**config.mk**
```make
export PLATFORM = sky130hd
export DESIGN_NAME = core_sequencer
export DESIGN_NICKNAME = d
export VERILOG_FILES = /design/src/rtl/core_sequencer.sv
export SDC_FILE = /design/constraint.sdc
export NUM_CORES = 1
export LEC_CHECK = 0
export CAP_MARGIN = 20
export CORE_ASPECT_RATIO = 0.6
export CORE_MARGIN = 3
export CORE_UTILIZATION = 32
export DETAILED_ROUTE_END_ITERATION = 10
export PLACE_DENSITY = 0.77
export SLEW_MARGIN = 20
export SYNTH_ARGS = -nofsm -noshare
export SYNTH_HDL_FRONTEND = slang
export SYNTH_SLANG_ARGS = --single-unit
```
**constraint.sdc**
```tcl
create_clock -name clock -period 1.7 [get_ports clock]
set_clock_uncertainty 0.05 [all_clocks]
set_input_delay 0.51 -clock clock [delete_from_list [all_inputs] [get_ports clock]]
set_output_delay 0.51 -clock clock [all_outputs]
set_load 0.05 [all_outputs]
```
**src/rtl/core_sequencer.sv**
```systemverilog
// Multi-cycle fetch/execute/memory/writeback sequencer owning pc and inst.
// Optional CORE_SEQ_PERF_EN adds 64-bit cycle and retired-instruction counters.
//
// state        | meaning
// S_IDLE       | one cycle after reset before the first fetch
// S_FETCH_REQ  | ifu_req_valid high, waiting for ifu_req_ready
// S_FETCH_WAIT | waiting for ifu_rsp_valid, latches inst
// S_EXEC       | one cycle, samples decode flags and pc_next alignment
// S_MEM_REQ    | lsu_req_valid high, waiting for lsu_req_ready
// S_MEM_WAIT   | waiting for lsu_rsp_valid
// S_WB         | rf_wen pulse, pc <= pc_next
// S_HALT       | terminal until reset, halt_code held
module core_sequencer #(
  parameter int              XLEN     = 32,
  parameter logic [XLEN-1:0] RESET_PC = 32'h8000_0000
) (
  input  logic            clock,
  input  logic            reset,
  output logic            ifu_req_valid,
  input  logic            ifu_req_ready,
  output logic [XLEN-1:0] ifu_req_addr,
  input  logic            ifu_rsp_valid,
  input  logic [31:0]     ifu_rsp_data,
  output logic            lsu_req_valid,
  input  logic            lsu_req_ready,
  input  logic            lsu_rsp_valid,
  input  logic            dec_is_mem,
  input  logic            dec_is_break,
  input  logic            dec_illegal,
  input  logic [XLEN-1:0] pc_next,
  output logic [XLEN-1:0] pc,
  output logic [31:0]     inst,
  output logic            rf_wen,
  output logic            halted,
  output logic [1:0]      halt_code
`ifdef CORE_SEQ_PERF_EN
  ,
  output logic [63:0]     perf_cycles,
  output logic [63:0]     perf_instret
`endif
);

  typedef enum logic [2:0] {
    S_IDLE,
    S_FETCH_REQ,
    S_FETCH_WAIT,
    S_EXEC,
    S_MEM_REQ,
    S_MEM_WAIT,
    S_WB,
    S_HALT
  } state_t;

  localparam logic [1:0] HC_BREAK   = 2'd1;
  localparam logic [1:0] HC_ILLEGAL = 2'd2;
  localparam logic [1:0] HC_MISALN  = 2'd3;

  state_t          r_state;
  state_t          w_state_nxt;
  logic [1:0]      r_halt_code;
  logic [1:0]      w_halt_code_nxt;
  logic [XLEN-1:0] r_pc;
  logic [31:0]     r_inst;
  logic            w_misal;

  assign w_misal = (pc_next[1:0] != 2'b00);

  always_comb begin
    w_state_nxt     = r_state;
    w_halt_code_nxt = r_halt_code;
    case (r_state)
      S_IDLE:       w_state_nxt = S_FETCH_REQ;
      S_FETCH_REQ:  if (ifu_req_ready) w_state_nxt = S_FETCH_WAIT;
      S_FETCH_WAIT: if (ifu_rsp_valid) w_state_nxt = S_EXEC;
      S_EXEC: begin
        if (dec_illegal) begin
          w_state_nxt     = S_HALT;
          w_halt_code_nxt = HC_ILLEGAL;
        end else if (dec_is_break) begin
          w_state_nxt     = S_HALT;
          w_halt_code_nxt = HC_BREAK;
        end else if (!dec_is_mem && w_misal) begin
          w_state_nxt     = S_HALT;
          w_halt_code_nxt = HC_MISALN;
        end else if (dec_is_mem) begin
          w_state_nxt = S_MEM_REQ;
        end else begin
          w_state_nxt = S_WB;
        end
      end
      S_MEM_REQ:    if (lsu_req_ready) w_state_nxt = S_MEM_WAIT;
      S_MEM_WAIT: begin
        // memory ops defer the alignment check until the access completes
        if (lsu_rsp_valid) begin
          if (w_misal) begin
            w_state_nxt     = S_HALT;
            w_halt_code_nxt = HC_MISALN;
          end else begin
            w_state_nxt = S_WB;
          end
        end
      end
      S_WB:         w_state_nxt = S_FETCH_REQ;
      S_HALT:       w_state_nxt = S_HALT;
      default:      w_state_nxt = S_IDLE;
    endcase
  end

  always_ff @(posedge clock or negedge reset) begin
    if (!reset) begin
      r_state     <= S_IDLE;
      r_halt_code <= 2'd0;
      r_pc        <= RESET_PC;
      r_inst      <= 32'h0000_0013;
    end else begin
      r_state     <= w_state_nxt;
      r_halt_code <= w_halt_code_nxt;
      if (r_state == S_WB) r_pc <= pc_next;
      if ((r_state == S_FETCH_WAIT) && ifu_rsp_valid) r_inst <= ifu_rsp_data;
    end
  end

  assign ifu_req_valid = (r_state == S_FETCH_REQ);
  assign ifu_req_addr  = r_pc;
  assign lsu_req_valid = (r_state == S_MEM_REQ);
  assign rf_wen        = (r_state == S_WB);
  assign halted        = (r_state == S_HALT);
  assign halt_code     = r_halt_code;
  assign pc            = r_pc;
  assign inst          = r_inst;

`ifdef CORE_SEQ_PERF_EN
  logic [63:0] r_perf_cycles;
  logic [63:0] r_perf_instret;

  always_ff @(posedge clock or negedge reset) begin
    if (!reset) begin
      r_perf_cycles  <= 64'd0;
      r_perf_instret <= 64'd0;
    end else begin
      if (r_state != S_HALT) r_perf_cycles <= r_perf_cycles + 64'd1;
      if (r_state == S_WB) r_perf_instret <= r_perf_instret + 64'd1;
    end
  end

  assign perf_cycles  = r_perf_cycles;
  assign perf_instret = r_perf_instret;
`endif

endmodule

```
### Word level (Yosys, flattened, before mapping)

Index checks and enable logic that the tools add are counted.

| storage, ports and cells | value |
|---|---|
| bits in registers | 69 |
| input port bits | 73 |
| output and inout port bits | 102 |
| logic and storage cells | 42 |

| operators by class | value |
|---|---|
| equality and inequality tests | 13 |
| muxes and demuxes | 16 |
| reduce and logical (&&, ||, !) cells | 9 |

Operators by type and width:

| kind | number |
|---|---|
| 3-bit case mux with 7 select lines | 1 |
| 2-bit two-way mux | 9 |
| 3-bit equality test, second input constant | 4 |
| 3-bit two-way mux | 4 |
| 4-bit AND reduction | 2 |
| 3-bit by 2-bit equality test with 1-bit output, second input constant | 2 |
| 2-bit != test, second input constant | 3 |
| 2-bit by 1-bit != test with 1-bit output, second input constant | 2 |
| 4-bit != test, second input constant | 1 |
| 2-bit case mux with 2 select lines | 1 |
| 2-bit nonzero test | 2 |
| 3-bit by 1-bit equality test with 1-bit output, second input constant | 1 |
| 3-bit logical NOT | 1 |
| 1-bit logical AND | 2 |
| 2-bit OR reduction | 1 |
| 1-bit logical NOT | 1 |
| 1-bit two-way mux | 1 |

### Logic depth before layout (Yosys ltp)

Gate-level depths: netlist of the first run.

| depth | value |
|---|---|
| depth in word-level cells | 6 |
| gate-level depth with buffers | 4 |
| gate-level depth less buffers | 3 |

### Worst setup path after synthesis of the first run

Ideal clock, no wire load.

| timing path | value |
|---|---|
| kind | flip-flop to output port |
| start point | reg r_state[1] |
| end point | out lsu_req_valid |
| arrival time | 1726 ps |
| data required time | 1140 ps |
| setup slack | -586 ps |
| cell stages (with the launch flop) | 3 |
| path buffers | 1 |
| cells stage by stage | dfrtp_1 > buf_2 > nor3b_1 |

| on the way | value |
|---|---|
| cells in the longest elaborated chain, start to end | 1 |

RTL lines:

| what | RTL line | RTL |
|---|---|---|
| from (decl) | 58 | `state_t r_state;` |
| from (signal assigned) | 116 | `r_state <= w_state_nxt;` |
| 3-bit equality test | 125 | `assign lsu_req_valid = (r_state == S_MEM_REQ);` |
| to (decl) | 24 | `output logic lsu_req_valid,` |

Every way passes these cells.

### Worst setup path after layout of the first run

| timing path | value |
|---|---|
| start point | reg r_state[1] |
| end point | out ifu_req_valid |

| on the way | value |
|---|---|
| cells in the longest elaborated chain, start to end | 1 |

RTL lines:

| what | RTL line | RTL |
|---|---|---|
| 3-bit by 1-bit equality test with 1-bit output | 123 | `assign ifu_req_valid = (r_state == S_FETCH_REQ);` |
| to (decl) | 19 | `output logic ifu_req_valid,` |

Every way passes these cells.

==> results of run 1 <==
## worst reg2reg max path, cell delays in order, from the launching register on
cell and delay (ns):
dfrtp_1 0.41, buf_6 0.15, nand3b_1 0.15, buf_4 0.14
buf_4 0.10, buf_12 0.20, mux2_2 0.38
## sequential cells by signal, indices dropped and copies added, names as in the netlist, named ones only
register	count
r_state	2
ifu_req_addr	32
inst	32
halt_code	2
## synthesized netlist by cell type
| cell | count |
|---|---|
| a21o_1 | 1 |
| a21oi_1 | 1 |
| a31o_2 | 1 |
| a32oi_1 | 1 |
| a41oi_1 | 1 |
| and3_1 | 1 |
| and3b_1 | 1 |
| and4bb_1 | 1 |
| buf_2 | 6 |
| buf_4 | 32 |
| buf_6 | 4 |
| dfrtp_1 | 65 |
| dfstp_2 | 4 |
| inv_1 | 3 |
| mux2_2 | 35 |
| mux2_4 | 30 |
| mux2i_1 | 1 |
| nand2_1 | 2 |
| nand3b_1 | 2 |
| nand4b_1 | 1 |
| nor2_1 | 1 |
| nor2b_1 | 1 |
| nor3_1 | 1 |
| nor3b_1 | 2 |
| o2111ai_1 | 1 |
| o21ai_0 | 1 |
| o21bai_1 | 1 |
| o31a_1 | 1 |
| o31ai_1 | 1 |
| o32a_1 | 1 |
| or3b_2 | 1 |
| or4b_1 | 2 |
## stage by stage
step                      utilization, %  std cells
after floorplan                        -        207
after global placement              62.6        477
after detailed placement            62.6        477
after CTS                           66.8        497
after global routing                67.0        499
final                               67.0        499
## logic make-up after synthesis
kind of cell / Yosys count
buffers and inverters: 45
AOI/OAI and AO/OA: 11
and+or+nand+nor: 16
DFF: 69
muxes: 66
## per-layer routing
layer,up-vias,track usage (%),part of all wire (%)
li1,1009,-,-
met1,1092,19.4,40
met2,125,26.9,49
met3,9,8.29,11
met4,0,4.11,1.1
met5,-,0,0
## path summary, 6_finish.rpt
path	slack, ns	cells past startpoint	end	startpoint
max	-0.23	3	ifu_req_valid	r_state[1]
max in group asynchronous	1.10	2	ifu_req_addr[31]	reset
min reg2reg	0.52	1	inst[10]	inst[10]
max reg2reg	0.01	6	ifu_req_addr[21]	r_state[1]
min in group clock	0.52	1	inst[10]	inst[10]
min	0.15	2	inst[22]	reset
## what timing repair did
action | 4_1_cts | 5_1_grt
endpoints found under the setup margin | 5 | 35
cloned | 1 | 0
hold endpoints to repair | 0 | 0
resized for setup | 5 | 1
pin swaps | 2 | 3
buffers inserted | 3 | 2
## cell type report
| type | instances | area, um^2 | area share [%] |
|---|---|---|---|
| inverters | 3 | 18.8 | 0.300 |
| repair buffers | 188 | 2930 | 46.9 |
| multi-input cells | 93 | 1080 | 17.2 |
| well taps | 130 | 163 | 2.60 |
| clock buffers | 12 | 256 | 4.10 |
| clock inverters | 4 | 70.1 | 1.12 |
| flip-flops and latches | 69 | 1730 | 27.7 |
==> flow_summary.json, run 1 <==
{
  "arrival_ns": 1.37,
  "clk_latency_ns": 0.32,
  "pre_cts_slack_ns": -0.374,
  "numCtsBuffers": 9,
  "grt_pass1_vias": 2466,
  "fin_setup_tns_ns": -0.769,
  "grt_overflow_total": 0,
  "vias_per_cell": 4.48,
  "hold_slack_ns": 0.146,
  "pin_count": 175,
  "drv_cap": 0,
  "startpoint_type": "register",
  "relSlewSlack_pct": 74.5,
  "path_class": "reg -> out",
  "synth.avg_cell_area_um2": 15.1,
  "syn_nets": 280,
  "synthSimpleGateAreaFrac_pct": 3.77,
  "placed_area_mm2": 0.00584,
  "hold_viol_final": 0,
  "yosysTopAreaCell": "dfrtp_1",
  "worst-slew-pin-transition_ns": 0.382,
  "finalSetupViolations": 17,
  "postSynthCellCount": 207,
  "grt_max_degree": 70,
  "syn2layout_area_growth_pct": 100,
  "most-common-layout-cells": "buf_12, clkdlybuf4s50_1, dfrtp_1, mux2_2, mux2_4",
  "synthTopCellsByArea": "dfrtp_1, mux2_4, mux2_2",
  "drc": 0,
  "synth_top_family_by_area": "multiplexers",
  "die_height_um": 82.4,
  "ant_nets": 0,
  "worst-path-buf-inv": 2,
  "portBuffers": 174,
  "vias": 2235,
  "fmax_ghz": 0.519,
  "finalNetCount": 437,
  "rsz0062_at_grt": "yes",
  "post-route-min-period_ns": 1.93,
  "h-tree-depth": 3,
  "final_area_mm2": 0.00625,
  "diodes": 0,
  "start_util_pct": 33.4,
  "clock_path_buffers": 2,
  "crit_family": "flip-flops",
  "synth-adder-area-share_pct": 0,
  "synthMuxAreaShare_pct": 27.4,
  "cp_slowest_cell": "dfrtp_1",
  "wl_per_cell_um": 17.6,
  "rows": 27,
  "end_kind": "output pin",
  "yosysWarnings": 0,
  "synth_xor_area_share_pct": 0,
  "min_path_type": "in -> async",
  "synthDominantCellAreaShare_pct": 52.2,
  "fp.dieW_um": 133,
  "clock-root-buffer": "clkbuf_16",
  "grt_pass1_wl_um": 13700,
  "crit_required_ns": 1.14,
  "nFillCells": 652,
  "cts_tree": "done",
  "slowest_delay_ns": 0.41,
  "wl_um": 8780,
  "fin_ws_ns": -0.227,
  "firstDrtPassIters": 4,
  "clk_pin_slew_ns": 0.05,
  "synth-compound-area-share_pct": 2.77,
  "antenna_found_initial": 0,
  "synth_area_mm2": 0.00312,
  "finalCritPeriodShare_pct": 113,
  "synth_cell_type_count": 32,
  "cp_max_fo": 2,
  "drt_iter0_drc": 56,
  "hpwl_um": 6520,
  "grt_usage_pct": 16.3,
  "core_mm2": 0.00932,
  "seq_area_frac_synth_pct": 55.6,
  "violations": "setup timing",
  "layout_commonest_cell": "buf_12",
  "gp_congestion": 0.743,
  "die-area_mm2": 0.0110,
  "synth.ff_latch_count": 69,
  "worstPathCellList": "or3b_4 > clkinvlp_4 > buf_12",
  "drive_above_1_share_pct": 56.4,
  "cts.sinks": 69,
  "cts_hold_buf": 0,
  "slew_viol_final": 0,
  "status": "finished, violations left"
}
Power of run 1 is not shown: default switching activity piles up to over one toggle a cycle in this logic, so the estimate is an artifact.
==> run 2: changes to the inputs <==
--- a/config.mk
+++ b/config.mk
@@ -8,9 +8,9 @@
 export CAP_MARGIN = 20
 export CORE_ASPECT_RATIO = 0.6
 export CORE_MARGIN = 3
-export CORE_UTILIZATION = 32
+export CORE_UTILIZATION = 39
 export DETAILED_ROUTE_END_ITERATION = 10
-export PLACE_DENSITY = 0.77
+export PLACE_DENSITY = 0.89
 export SLEW_MARGIN = 20
 export SYNTH_ARGS = -nofsm -noshare
 export SYNTH_HDL_FRONTEND = slang
==> run 2 against run 1 <==
  * The run still ends with setup timing left
  * Final cell count shrank 3.2%
  * First-iteration DRC count up 120%
  * Sequential share of layout area is 0.66 points lower
  * Critical path depth grew 1
  * Register-to-register slack is essentially flat
==> flow_summary.json, run 2 (synthesized netlist as in run 1, its figures left out) <==
{
  "hold_slack_ns": 0.144,
  "finalSetupViolations": 4,
  "grt_usage_pct": 23.1,
  "diodes": 0,
  "clock-root-buffer": "clkbuf_16",
  "vias_per_cell": 4.82,
  "fmax_ghz": 0.519,
  "crit_required_ns": 1.14,
  "clock_path_buffers": 2,
  "portBuffers": 174,
  "r2r_slack_ns": 0,
  "drt_iter0_drc": 125,
  "die-area_mm2": 0.00914,
  "wl_met2_um": 5320,
  "cts.sinks": 69,
  "die_height_um": 75.2,
  "numCtsBuffers": 9,
  "most-common-layout-cells": "buf_12, clkdlybuf4s50_1, dfrtp_1, mux2_2, mux2_4",
  "fin_ws_ns": -0.226,
  "core_mm2": 0.00751,
  "placed_area_mm2": 0.00582,
  "start_util_pct": 41.5,
  "slew_viol_final": 0,
  "grt_max_degree": 70,
  "arrival_ns": 1.37,
  "finalCritPeriodShare_pct": 113,
  "clk_pin_slew_ns": 0.06,
  "syn2layout_area_growth_pct": 105,
  "grt_pass1_vias": 2597,
  "end_kind": "output pin",
  "drv_cap": 0,
  "cp_max_fo": 3,
  "grt_pass1_wl_um": 15500,
  "relSlewSlack_pct": 75.7,
  "hpwl_um": 7600,
  "firstDrtPassIters": 4,
  "maxUsedRoutingLayer": "met4",
  "vias": 2330,
  "status": "finished, violations left",
  "min_path_type": "in -> async",
  "final_area_mm2": 0.00640,
  "drt-met1-wl_um": 4150,
  "worst-slew-pin-transition_ns": 0.364,
  "rows": 24,
  "ant_nets": 0,
  "hold_viol_final": 0,
  "pin_count": 175,
  "drive_above_1_share_pct": 57.8,
  "wl_um": 10700,
  "violations": "setup timing",
  "fin_setup_tns_ns": -0.751,
  "path_class": "reg -> out",
  "met3_length_um": 1160,
  "drc": 0,
  "layout_commonest_cell": "buf_12",
  "rsz0062_at_grt": "yes",
  "antenna_found_initial": 0,
  "grt_overflow_total": 0,
  "pre_cts_slack_ns": -0.391,
  "fp.dieW_um": 121,
  "cts_tree": "done",
  "wl_per_cell_um": 22.2,
  "gp_congestion": 0.793,
  "post-route-min-period_ns": 1.93,
  "startpoint_type": "register",
  "finalNetCount": 447,
  "h-tree-depth": 3,
  "clk_latency_ns": 0.32
}
[run 2: stage by stage]
step,std cells,utilization (%)
3_5_place_dp,454,77.5
3_3_place_gp,454,77.5
6_report,483,85.3
2_1_floorplan,207,-
5_1_grt,483,85.3
4_1_cts,475,83.4
[run 2: per-layer routing]
layer,global-route usage [%],vias up
met5,0,-
met4,6.34,0
met3,11.3,9
met2,40.6,122
met1,25.7,1171
li1,-,1028
[run 2: layout make-up]
| type | count | area, um^2 |
|---|---|---|
| repair buffers | 198 | 3070 |
| inverters | 3 | 18.8 |
| clock inverters | 7 | 138 |
| clock buffers | 9 | 225 |
| fillers | 349 | 1110 |
| well taps | 104 | 130 |
| flip-flops and latches | 69 | 1730 |
| multi-input cells | 93 | 1090 |
[run 2: final timing paths]
check,startpoint,cells past startpoint,endpoint
worst min-delay path,reset,2,inst[25]
worst min register to register,inst[19],1,inst[19]
worst max-delay path,r_state[0],4,rf_wen
min in group clock,inst[19],1,inst[19]
max in group asynchronous,reset,2,ifu_req_addr[31]
worst max register to register,r_state[1],5,r_state[0]
[run 2: timing repair]
action	4_1_cts	5_1_grt
setup buffers	4	6
pin swaps	3	2
gates cloned	1	3
resized for setup	8	7
hold buffers	0	0
endpoints found under the setup margin	5	40
[run 2: worst max-delay path: stages (launching register included)]
cell        delay (ns)
dfrtp_1           0.41
buf_6             0.13
nand3b_1          0.23
clkinvlp_4        0.14
buf_12            0.13
Power of run 2 is left out for the same reason.
==> run 3: changes to the inputs <==
--- a/config.mk
+++ b/config.mk
@@ -10,7 +10,7 @@
 export CORE_MARGIN = 3
 export CORE_UTILIZATION = 39
 export DETAILED_ROUTE_END_ITERATION = 10
-export PLACE_DENSITY = 0.89
+export PLACE_DENSITY_LB_ADDON = 0.25
 export SLEW_MARGIN = 20
 export SYNTH_ARGS = -nofsm -noshare
 export SYNTH_HDL_FRONTEND = slang
==> run 3 against run 2 <==
  * The run still ends with setup timing left
  * Critical path depth decreased by 1
  * Critical endpoint is now ifu_req_valid
  * Maximum frequency increased by 1.0%
  * First-iteration DRC count is 9.6% higher
  * Core utilization decreased by 2.9 points
  * Largest cell class unchanged
==> flow_summary.json, run 3 (synthesized netlist as in run 1, its figures left out) <==
{
  "grt_pass1_vias": 2486,
  "status": "finished, violations left",
  "worst-path-buf-inv": 2,
  "gr-usage-met3_pct": 10.2,
  "min_path_type": "in -> async",
  "wl_um": 9200,
  "fin_setup_tns_ns": -0.780,
  "worst-slew-pin-transition_ns": 0.388,
  "start_util_pct": 41.5,
  "portBuffers": 174,
  "rows": 24,
  "clk_latency_ns": 0.32,
  "cp_max_fo": 4,
  "drc": 0,
  "violations": "setup timing",
  "crit_required_ns": 1.14,
  "fp.dieW_um": 121,
  "post-route-min-period_ns": 1.91,
  "arrival_ns": 1.35,
  "use_met1_pct": 24.7,
  "clock_path_buffers": 2,
  "antenna_found_initial": 0,
  "grt_usage_pct": 20.4,
  "rsz0062_at_grt": "yes",
  "path_class": "reg -> out",
  "finalCritPeriodShare_pct": 112,
  "h-tree-depth": 3,
  "numCtsBuffers": 9,
  "cts.sinks": 69,
  "grt_overflow_total": 0,
  "vias": 2257,
  "finalSetupViolations": 9,
  "worstPathCellList": "or3b_4 > clkinvlp_4 > buf_12",
  "most-common-layout-cells": "buf_12, clkdlybuf4s50_1, dfrtp_1, mux2_2, mux2_4",
  "clock-root-buffer": "clkbuf_16",
  "grt_use_met2_pct": 32.3,
  "finalNetCount": 436,
  "vias_per_cell": 4.78,
  "syn2layout_area_growth_pct": 98.3,
  "drv_cap": 0,
  "grt_max_degree": 70,
  "nFillCells": 379,
  "startpoint_type": "register",
  "fin_cells": 472,
  "cts_hold_buf": 0,
  "gp_congestion": 0.773,
  "layout_commonest_cell": "buf_12",
  "wl_per_cell_um": 19.5,
  "die_height_um": 75.2,
  "fin_ws_ns": -0.207,
  "cts_tree": "done",
  "grt_pass1_wl_um": 13800,
  "end_kind": "output pin",
  "dp.cells": 454,
  "fmax_ghz": 0.524,
  "cp_slowest_cell": "or3b_4",
  "drt_iter0_drc": 137,
  "slew_viol_final": 0,
  "busiest_layer": "met2",
  "core_mm2": 0.00751,
  "relSlewSlack_pct": 74.2,
  "pin_count": 175,
  "hpwl_um": 6920,
  "crit_family": "simple AND/OR/NAND/NOR gates",
  "ant_nets": 0,
  "hold_slack_ns": 0.142,
  "die-area_mm2": 0.00914,
  "drive_above_1_share_pct": 56.3,
  "clk_pin_slew_ns": 0.06,
  "hold_viol_final": 0,
  "firstDrtPassIters": 4,
  "diodes": 0,
  "slowest_delay_ns": 0.41
}
## run 3: changes by cell type in the layout (fill, tap and decap cells not counted), moves of 2 or more
cell,delta
buf_4,-4
clkbuf_16,-3
bufinv_16,-2
buf_6,-3
clkinv_4,+2
## run 3: per-layer routing
metal	share of wire (%)	vias up	wire length, um
met2	46	134	4250
li1	-	1002	-
met3	12	16	1090
met4	2.0	0	188
met5	0	-	0
met1	40	1105	3670
## run 3: worst paths after layout
check | endpoint | startpoint | slack, ns | cells after the start
max | ifu_req_valid | r_state[0] | -0.21 | 3
min | ifu_req_addr[20] | reset | 0.14 | 2
max reg2reg | ifu_req_addr[25] | r_state[1] | -0.01 | 6
min reg2reg | inst[25] | inst[25] | 0.53 | 1
max in group asynchronous | inst[4] | reset | 1.09 | 2
min in group clock | inst[25] | inst[25] | 0.53 | 1
## run 3: final cells by class
| type | count | area, um^2 | share of cell area (%) |
|---|---|---|---|
| Timing Repair Buffer | 187 | 2900 | 46.9 |
| Sequential cell | 69 | 1730 | 28.0 |
| Multi-Input combinational cell | 93 | 1080 | 17.4 |
| Clock buffer | 9 | 225 | 3.64 |
| Tap cell | 104 | 130 | 2.11 |
| Clock inverter | 7 | 98.8 | 1.60 |
| Inverter | 3 | 18.8 | 0.304 |
## run 3: worst reg2reg max path, delay by kind of cell (launching register included)
kind                   cells  cell delay, ns
buffers and inverters      4            0.61
DFF                        1            0.37
muxes                      1            0.38
and+or+nand+nor            1            0.18
## run 3: repair_timing
action | CTS | global route
buffers inserted | 1 | 1
resized for setup | 1 | 3
setup endpoints to repair | 4 | 6
pin swaps | 2 | 2
## run 3: stage by stage
step           utilization (%)  instance area (um^2)  setup slack (ns)
2_1_floorplan                -                  3140            0.0246
3_3_place_gp              77.6                  5830            -0.287
3_5_place_dp              77.6                  5830            -0.304
4_1_cts                   82.1                  6160            -0.213
5_1_grt                   82.3                  6180            -0.265
6_report                  82.3                  6180            -0.207
Power of run 3 is left out for the same reason.
